## src/rtl/sync_pkg.sv

```systemverilog
// Shared definitions for the ff_sync_filt synchronizer: parameter limits,
// filter FSM encodings and the Gray-to-binary decode used on the candidate.
package sync_pkg;

  localparam int WIDTH_MIN  = 1;
  localparam int WIDTH_MAX  = 32;
  localparam int STAGES_MIN = 2;
  localparam int STAGES_MAX = 4;
  localparam int FILTER_MIN = 0;
  localparam int FILTER_MAX = 15;
  localparam int CNT_W      = 4;

  typedef enum logic {
    ST_IDLE = 1'b0,
    ST_QUAL = 1'b1
  } filt_state_e;

  // Each binary bit is the XOR of its Gray bit and the binary bit above it.
  // Zero-extended upper bits decode to zero, so narrower buses use the same function.
  function automatic logic [WIDTH_MAX-1:0] gray2bin(input logic [WIDTH_MAX-1:0] g);
    logic [WIDTH_MAX-1:0] b;
    b[WIDTH_MAX-1] = g[WIDTH_MAX-1];
    for (int i = WIDTH_MAX - 2; i >= 0; i--) begin
      b[i] = b[i+1] ^ g[i];
    end
    return b;
  endfunction

endpackage

```

## src/rtl/sync_filter.sv

```systemverilog
// Stability filter: q takes a new candidate only after FILTER consecutive equal samples.
// Latency FILTER edges from the candidate changing; no backpressure, samples every edge.
module sync_filter
  import sync_pkg::*;
#(
  parameter int WIDTH  = 4,
  parameter int FILTER = 4
) (
  input  logic             clk,
  input  logic             rst_n,
  input  logic [WIDTH-1:0] i_cand,
  output logic [WIDTH-1:0] o_q,
  output logic             o_changed,
  output logic [WIDTH-1:0] o_rise,
  output logic [WIDTH-1:0] o_fall
);

  localparam logic [CNT_W-1:0] CNT_ONE  = CNT_W'(1);
  localparam logic [CNT_W-1:0] CNT_LAST = CNT_W'(FILTER - 1);

  filt_state_e      r_state;
  logic [CNT_W-1:0] r_cnt;
  logic [WIDTH-1:0] r_hold;
  logic [WIDTH-1:0] r_q;
  logic             r_changed;
  logic [WIDTH-1:0] r_rise;
  logic [WIDTH-1:0] r_fall;

  logic             w_eq_hold;
  logic             w_eq_q;
  logic             w_commit;
  logic [WIDTH-1:0] w_q_next;

  assign w_eq_hold = (i_cand == r_hold);
  assign w_eq_q    = (i_cand == r_q);
  assign w_commit  = (r_state == ST_QUAL) && w_eq_hold && (r_cnt == CNT_LAST);
  assign w_q_next  = w_commit ? r_hold : r_q;

  always_ff @(posedge clk) begin
    if (!rst_n) begin
      r_state   <= ST_IDLE;
      r_cnt     <= '0;
      r_hold    <= '0;
      r_q       <= '0;
      r_changed <= 1'b0;
      r_rise    <= '0;
      r_fall    <= '0;
    end else begin
      r_q       <= w_q_next;
      r_changed <= (w_q_next != r_q);
      r_rise    <= w_q_next & ~r_q;
      r_fall    <= ~w_q_next & r_q;
      case (r_state)
        ST_IDLE: begin
          if (!w_eq_q) begin
            r_state <= ST_QUAL;
            r_hold  <= i_cand;
            r_cnt   <= CNT_ONE;
          end
        end
        ST_QUAL: begin
          if (w_eq_hold) begin
            if (r_cnt == CNT_LAST) begin
              r_state <= ST_IDLE;
              r_cnt   <= '0;
            end else begin
              r_cnt <= r_cnt + CNT_ONE;
            end
          end else if (w_eq_q) begin
            // Glitch collapsed back onto the current output: abandon silently.
            r_state <= ST_IDLE;
            r_cnt   <= '0;
          end else begin
            r_hold <= i_cand;
            r_cnt  <= CNT_ONE;
          end
        end
        default: begin
          r_state <= ST_IDLE;
          r_cnt   <= '0;
        end
      endcase
    end
  end

  assign o_q       = r_q;
  assign o_changed = r_changed;
  assign o_rise    = r_rise;
  assign o_fall    = r_fall;

endmodule

```

## src/rtl/ff_sync_filt.sv

```systemverilog
// Multi-flop bus synchronizer with optional Gray decode, stability filter and edge pulses.
// Latency STAGES+1 edges in bypass, STAGES+FILTER with filter; no backpressure.
module ff_sync_filt
  import sync_pkg::*;
#(
  parameter int WIDTH  = 4,
  parameter int STAGES = 2,
  parameter int FILTER = 0,
  parameter int GRAY   = 0
) (
  input  logic             clk,
  input  logic             rst_n,
  input  logic [WIDTH-1:0] din,
  output logic [WIDTH-1:0] q,
  output logic             changed,
  output logic [WIDTH-1:0] rise,
  output logic [WIDTH-1:0] fall
);

  if (STAGES < STAGES_MIN || STAGES > STAGES_MAX) begin : g_bad_stages
    $error("ff_sync_filt: STAGES out of range");
  end
  if (FILTER < FILTER_MIN || FILTER > FILTER_MAX) begin : g_bad_filter
    $error("ff_sync_filt: FILTER out of range");
  end
  if (WIDTH < WIDTH_MIN || WIDTH > WIDTH_MAX) begin : g_bad_width
    $error("ff_sync_filt: WIDTH out of range");
  end

  // Pure flop chain: no logic between stages so each has a full cycle to resolve.
  (* ASYNC_REG = "TRUE" *) logic [WIDTH-1:0] r_sync [STAGES];

  always_ff @(posedge clk) begin
    if (!rst_n) begin
      for (int k = 0; k < STAGES; k++) begin
        r_sync[k] <= '0;
      end
    end else begin
      r_sync[0] <= din;
      for (int k = 1; k < STAGES; k++) begin
        r_sync[k] <= r_sync[k-1];
      end
    end
  end

  logic [WIDTH-1:0] w_cand;

  if (GRAY != 0) begin : g_gray
    assign w_cand = WIDTH'(gray2bin(WIDTH_MAX'(r_sync[STAGES-1])));
  end else begin : g_plain
    assign w_cand = r_sync[STAGES-1];
  end

  if (FILTER >= 2) begin : g_filt
    sync_filter #(
      .WIDTH  (WIDTH),
      .FILTER (FILTER)
    ) u_filt (
      .clk       (clk),
      .rst_n     (rst_n),
      .i_cand    (w_cand),
      .o_q       (q),
      .o_changed (changed),
      .o_rise    (rise),
      .o_fall    (fall)
    );
  end else begin : g_bypass
    logic [WIDTH-1:0] r_q;
    logic             r_changed;
    logic [WIDTH-1:0] r_rise;
    logic [WIDTH-1:0] r_fall;

    always_ff @(posedge clk) begin
      if (!rst_n) begin
        r_q       <= '0;
        r_changed <= 1'b0;
        r_rise    <= '0;
        r_fall    <= '0;
      end else begin
        r_q       <= w_cand;
        r_changed <= (w_cand != r_q);
        r_rise    <= w_cand & ~r_q;
        r_fall    <= ~w_cand & r_q;
      end
    end

    assign q       = r_q;
    assign changed = r_changed;
    assign rise    = r_rise;
    assign fall    = r_fall;
  end

endmodule

```

## config.mk

```make
export PLATFORM = sky130hd
export DESIGN_NAME = ff_sync_filt
export DESIGN_NICKNAME = d
export VERILOG_FILES = /design/src/rtl/sync_pkg.sv /design/src/rtl/sync_filter.sv /design/src/rtl/ff_sync_filt.sv
export SDC_FILE = /design/constraint.sdc
export NUM_CORES = 1
export LEC_CHECK = 0
export CAP_MARGIN = 15
export CORE_MARGIN = 4
export CORE_UTILIZATION = 40
export CTS_CLUSTER_SIZE = 20
export DETAILED_ROUTE_END_ITERATION = 10
export GPL_ROUTABILITY_DRIVEN = 1
export GPL_TIMING_DRIVEN = 0
export PLACE_DENSITY = 0.78
export SKIP_LAST_GASP = 1
export SYNTH_ARGS = -nofsm -noshare
export SYNTH_HDL_FRONTEND = slang
export SYNTH_SLANG_ARGS = --single-unit
```

## constraint.sdc

```tcl
create_clock -name clk -period 1.05 [get_ports clk]
set_clock_uncertainty 0.2 [all_clocks]
set_input_delay 0.21 -clock clk [delete_from_list [all_inputs] [get_ports clk]]
set_output_delay 0.21 -clock clk [all_outputs]
set_load 0.03 [all_outputs]
```

# After elaboration in Yosys (flattened, before gate mapping)
# Memory sizes are Yosys's and may differ from the RTL's.
# Index checks and enable logic that the tools add are counted.
# classes
n_addsub	0
mul	0
div_mod_pow	0
n_lt_le_gt_ge	0
eq_ne	1
shift	0
mux	4
bitwise	6
n_reduce_logical	0
# op_table
op	n
$and A4 B4 Y4	2
$mux W4	2
$not A4 Y4	2
$ne A4 B4 Y1	1
$mux W1	2
$or A1 B1 Y1	2
# totals
reg_bits	13
latch_bits	0
ramBits	8
romBits	0
in_bits	6
out_inout_bits	13
memories	1
# mem_list
memory	words	word_bits	read_ports	rd_clocked_by_memory_dff	wr	line_no	text
r_sync	2	4	2	0	2	ff_sync_filt.sv:31	(* ASYNC_REG = "TRUE" *) logic [WIDTH-1:0] r_sync [STAGES];

# Depth between registers and ports, before layout
# Gate-level depths: netlist of run 1.
# depth
word_depth	2
depth_mapped	3
depth_no_buf	3

# Least setup slack after synthesis of run 1
# OpenSTA, ideal clock, no wires.
# synth_path
path_kind	reg2reg
startpoint	reg g_bypass.r_q[1] (netlist: q[1])
endpoint	reg g_bypass.r_changed (netlist: changed)
arrival_ns	1.046
t_required_ns	0.773
setup_slack_ns	-0.273
path_stages_with_launch	4
path_buffers	0
cell_sequence	dfxtp_1 -> inv_1 -> ha_1 -> a41oi_2
# synth_via
elab_chain_len	1
# synth_rtl
item	line_no	text
start: declaration	ff_sync_filt.sv:68	logic [WIDTH-1:0] r_q;
start signal: assignment	ff_sync_filt.sv:80	r_q <= w_cand;
$ne A4 B4 Y1	ff_sync_filt.sv:81	r_changed <= (w_cand != r_q);
end signal: assignment	ff_sync_filt.sv:81	
end: declaration	ff_sync_filt.sv:69	logic r_changed;
# Every way passes these cells.
# A chain may end at the register's enable or synchronous reset.

# Worst setup path in the final report of run 1
# layout_path
startpoint	reg g_bypass.r_q[0] (netlist: q[0])
endpoint	out q[0]
# layout_lines
item	line_no	text
end: declaration	ff_sync_filt.sv:14	output logic [WIDTH-1:0] q,
# No word-level cell between the ends.

==> results.yml, run 1 <==
clock_network:
  clk_pin_slew_ps: 110
  cts_hold_buf: 0
  cts_buffers: 3
  clk_latency_ps: 290
  cts_sinks: 21
  tritoncts: "yes"
  h-tree-depth: 1
  ctsRootBufferMaster: "clkbuf_4"
  clk_path_buf_depth: 2
floorplan:
  die_h_um: 50.2
  start_util_pct: 44.7
  fp.dieW_um: 50.2
  io_pins: 19
  placementRows: 14
  core_area_um2: 1590
  die-area_um2: 2520
yosys:
  yosys_warnings: 0
  syn_area_um2: 712
  synth_cell_type_count: 9
  syn_inst: 60
  syn_avg_cell_area_um2: 11.9
  ys_seq_area_share_pct: 59.1
  ys_ff_latch: 21
  syn_nets: 74
layout:
  nFillCells: 117
  seq_area_um2: 450
  diodes: 0
  drive_gt1_share_pct: 73.3
  multiInputGateArea_um2: 308
  fin_area_um2: 1100
  nets: 101
  syn2layout_area_growth_pct: 54.3
  post-route-util_pct: 68.9
power:
  peakVddDrop_mv: 0.876
  p_leak_nw: 0.469
  power_density_nw_per_um2: 1240
timing:
  fmax_mhz: 833
  rsz0062_at_grt: "true"
  setup_ws_ps: -151
  drv_slew: 0
  whs_ps: 246
  tightest_slew_ps: 316
  fin_crit_sh_pct: 114
  slew_headroom_pct: 79.0
  tns_ps: -1850
  hold_viol_final: 0
  report.final.setup_viol: 19
  fin_crit_ps: 1200
critical_path:
  arrival_ps: 790
  worstPathRequired_ps: 640
  path_class: "reg2out"
  cp-end-kind: "primary output"
  critPathMaxFanout: 3
  cp_cell_sequence: "buf_6"
  path_buf_inv: 1
  crit_path_start_kind: "register"
  critPathMaxStageDelay_ps: 370
  critPathTopFamily: "flip-flops"
  cp_slowest_cell: "dfxtp_4"
grt:
  antenna_found_initial: 0
  grt_pass1_vias: 462
  grt_pass1_wl_mm: 1.87
  grt_max_degree: 13
  gr-total-overflow: 0
  grt_usage_pct: 9.71
route:
  viasPerCell: 4.06
  detail-route-antenna-nets: 0
  wirelength_mm: 1.07
  drt_first_pass_iters: 2
  vias: 447
  routedWlPerCell_um: 9.72
  drc: 0
  drt_iter0_drc: 1
worst_hold_path:
  hold_path_class: "reg2reg"
flow_run:
  cap_violations: 0
run_status:
  violations: "negative setup slack"
  status: "finished with violations"
place:
  dp_hpwl_um: 729
  placed_area_um2: 965
  io_buffers: 18
  place_congestion: 0.670
## sequential cells by signal, indices dropped and copies added, names as in the netlist
register,flops
r_sync,8
changed,1
q,4
fall,4
rise,4
## cell usage in the layout (no fill, tap or decap)
| cell type | count |
|---|---|
| inv_1 | 3 |
| a41oi_2 | 1 |
| clkinv_2 | 1 |
| ha_2 | 1 |
| clkdlybuf4s50_1 | 4 |
| dfxtp_4 | 4 |
| ha_4 | 4 |
| dlygate4sd2_1 | 1 |
| buf_6 | 16 |
| and2_2 | 7 |
| nor2_1 | 4 |
| ha_1 | 3 |
| dfxtp_1 | 5 |
| inv_4 | 2 |
| and2_4 | 6 |
| dfxtp_2 | 12 |
| clkbuf_4 | 3 |
| inv_2 | 4 |
| and2_1 | 3 |
| buf_4 | 2 |
## power breakdown
part / total [W] / leakage [nW] / switching, W / internal (W)
Combinational: 0.000155 / 0.271 / 0.0000704 / 0.0000847
Sequential: 0.000836 / 0.180 / 0.0000152 / 0.000821
Clock: 0.000369 / 0.0177 / 0.000227 / 0.000142
Total: 0.00136 / 0.469 / 0.000313 / 0.00105
## through the flow
step,std cells,total power (W),setup slack (ps)
4_1_cts,110,0.00137,-157
2_1_floorplan,60,0.000926,-68.4
6_report,110,0.00136,-151
5_1_grt,110,0.00143,-189
3_3_place_gp,102,0.000984,-409
3_5_place_dp,102,0.000987,-421
## path summary, 6_finish.rpt
| path | to | cells past startpoint | from | slack [ps] |
|---|---|---|---|---|
| setup reg to reg | changed | 4 | q[2] | -140 |
| setup / recovery | q[0] | 1 | q[0] | -150 |
| hold / removal | r_sync[0][6] | 1 | r_sync[0][2] | 250 |
| hold reg to reg | r_sync[0][6] | 1 | r_sync[0][2] | 250 |
## synth_stat cells, drive strengths merged
cell type  count  area share (%)
inv            9             4.7
and2          16              16
buf            1             1.6
nor2           4             2.1
ha             8              14
dfxtp         21              59
a41oi          1             2.3
## kinds of logic after synthesis
group	after synthesis	synth area share (%)
adder cells (fa/ha/maj)	8	14.1
AO/OA/AOI/OAI	1	2.29
flip-flops	21	59.1
buffers and inverters	10	6.33
AND/OR/NAND/NOR	20	18.3
## metal layers
layer | vias up | GRT usage [%] | part of all wire (%)
li1 | 231 | - | -
met4 | 0 | 4.15 | 0
met3 | 0 | 2.96 | 6.8
met2 | 16 | 17.6 | 50
met1 | 200 | 10.3 | 43
met5 | - | 0 | 0
## layout make-up
cell class / instances / share of cell area, %
Clock buffer: 3 / 2.05
Sequential cell: 21 / 41.0
Clock inverter: 1 / 0.456
Tap cell: 24 / 2.73
Multi-Input combinational cell: 29 / 28.0
Inverter: 9 / 3.53
Timing Repair Buffer: 22 / 21.2
Buffer: 1 / 1.03
## repair_timing
item | in CTS | in global routing
endpoints found under the hold margin | 0 | 0
pin swaps | 3 | 1
setup endpoints to repair | 25 | 22
buffers inserted | 4 | 0
resized for setup | 105 | 12
Power figures use the tool's default switching activity.
==> run 2: changes to the inputs <==
- SETUP_SLACK_MARGIN: not set -> 0.15
==> results.yml, run 2 (same netlist as run 1, synthesis figures left out) <==
grt:
  grt_usage_pct: 10.0
  grt_pass1_vias: 451
  antenna_found_initial: 0
  grt_pass1_wl_mm: 1.93
  grt_max_degree: 13
  gr-total-overflow: 0
critical_path:
  cp-end-kind: "primary output"
  critPathTopFamily: "flip-flops"
  cp_cell_sequence: "buf_6"
  critPathMaxFanout: 3
  r2r-start: "q[0]"
  critPathMaxStageDelay_ps: 360
  cp_slowest_cell: "dfxtp_4"
  regToRegEndpoint: "changed"
  rrSetupSlack_ps: -110
  path_buf_inv: 1
  r2r_cells: 4
  worstPathRequired_ps: 640
  arrival_ps: 790
  path_class: "reg2out"
  crit_path_start_kind: "register"
worst_hold_path:
  hold_path_class: "in2reg"
  hold_end: "fall[3]"
  hold_depth: 2
  min_from: "rst_n"
floorplan:
  die-area_um2: 2520
  core_area_um2: 1590
  die_h_um: 50.2
  io_pins: 19
  start_util_pct: 44.7
  placementRows: 14
  fp.dieW_um: 50.2
layout:
  layout_common_cells: "17 x buf_6, 13 x dfxtp_2, 8 x and2_2, 8 x ha_4, 6 x and2_4"
  layout_commonest_cell: "buf_6"
  top_register: "r_sync"
  diodes: 0
  syn2layout_area_growth_pct: 64.5
  stdcell_count: 113
  nets: 104
  nFillCells: 118
  post-route-util_pct: 73.5
  drive_gt1_share_pct: 82.0
  largest_reg_flops: 8
  fin_area_um2: 1170
clock_network:
  ctsRootBufferMaster: "clkbuf_4"
  tritoncts: "yes"
  cts_buffers: 3
  h-tree-depth: 1
  clk_path_buf_depth: 2
  clk_pin_slew_ps: 110
  clk_latency_ps: 290
  cts_sinks: 21
timing:
  drv_slew: 0
  report.final.setup_viol: 17
  slew_headroom_pct: 88.9
  tns_ps: -1780
  fmax_mhz: 836
  tightest_slew_ps: 166
  fin_crit_sh_pct: 114
  setup_ws_ps: -146
  hold_viol_final: 0
  rsz0062_at_grt: "true"
  fin_crit_ps: 1200
route:
  drc: 0
  routedWlPerCell_um: 9.58
  drt_iter0_drc: 2
  vias: 465
  viasPerCell: 4.12
  drt_first_pass_iters: 2
  wirelength_mm: 1.08
  detail-route-antenna-nets: 0
place:
  dp_hpwl_um: 820
  placed_area_um2: 1010
  place_ws_ps: -420
  place_congestion: 0.662
  dpl.cell_count: 102
  io_buffers: 18
power:
  p_leak_nw: 0.489
  power_density_nw_per_um2: 1160
  peakVddDrop_mv: 0.911
run_status:
  violations: "negative setup slack"
  status: "finished with violations"
flow_run:
  cap_violations: 0
## run 2: changes by cell type in the layout (fill, tap and decap cells not counted), sizes merged
cell	before	now
clkbuf	3	4
buf	18	21
dlygate4sd2	1	0
## run 2: power by group
group | switching, W | internal, W
Clock | 0.000217 | 0.000141
Sequential | 0.0000165 | 0.000821
Combinational | 0.0000757 | 0.0000903
Total | 0.000310 | 0.00105
## run 2: how the worst max path moves through the flow
stage	depth (start not counted)	to	slack, ps	startpoint
6_report	1	q[0]	-150	q[0]
5_1_grt	1	q[0]	-190	q[0]
4_1_cts	1	q[0]	-160	q[0]
3_5_place_dp	3	r_sync[0][2]	-420	rst_n
3_3_place_gp	3	r_sync[0][5]	-430	rst_n
2_1_floorplan	3	changed	-70	q[1]
## run 2: repair_timing
action / 4_1_cts / 5_1_grt
setup buffers: 6 / 1
endpoints found under the setup margin: 34 / 23
gates resized for setup: 109 / 7
pin swaps: 4 / 0
hold buffers: 0 / 0
## run 2: per-stage QoR
stage	total power [W]	hold WS, ps
after floorplan	0.000934	140
after global placement	0.000993	215
after detailed placement	0.000999	236
after CTS	0.00139	257
after global routing	0.00145	64.4
final	0.00136	71.9
## run 2: cell type report
| cell class | count | area, µm² | share of cell area, % |
|---|---|---|---|
| inverters | 9 | 38.8 | 3.31 |
| flip-flops and latches | 21 | 452 | 38.6 |
| multi-input cells | 29 | 357 | 30.4 |
| well taps | 24 | 30.0 | 2.56 |
| clock inverters | 1 | 5.00 | 0.427 |
| clock buffers | 3 | 22.5 | 1.92 |
| plain buffers | 1 | 11.3 | 0.962 |
| repair buffers | 25 | 255 | 21.8 |
## run 2: routing by layer
layer | vias to the layer above | GRT usage, % | part of all wire [%]
li1 | 239 | - | -
met1 | 210 | 10.5 | 40
met2 | 16 | 18.5 | 52
met3 | 0 | 2.96 | 7.3
met4 | 0 | 4.15 | 0
met5 | - | 0 | 0
==> run 3: changes to the inputs <==
- ABC_CLOCK_PERIOD_IN_PS: not set -> 1050
==> results of run 3 <==
The final DEF is identical to that of run 2; final timing and power are the same.
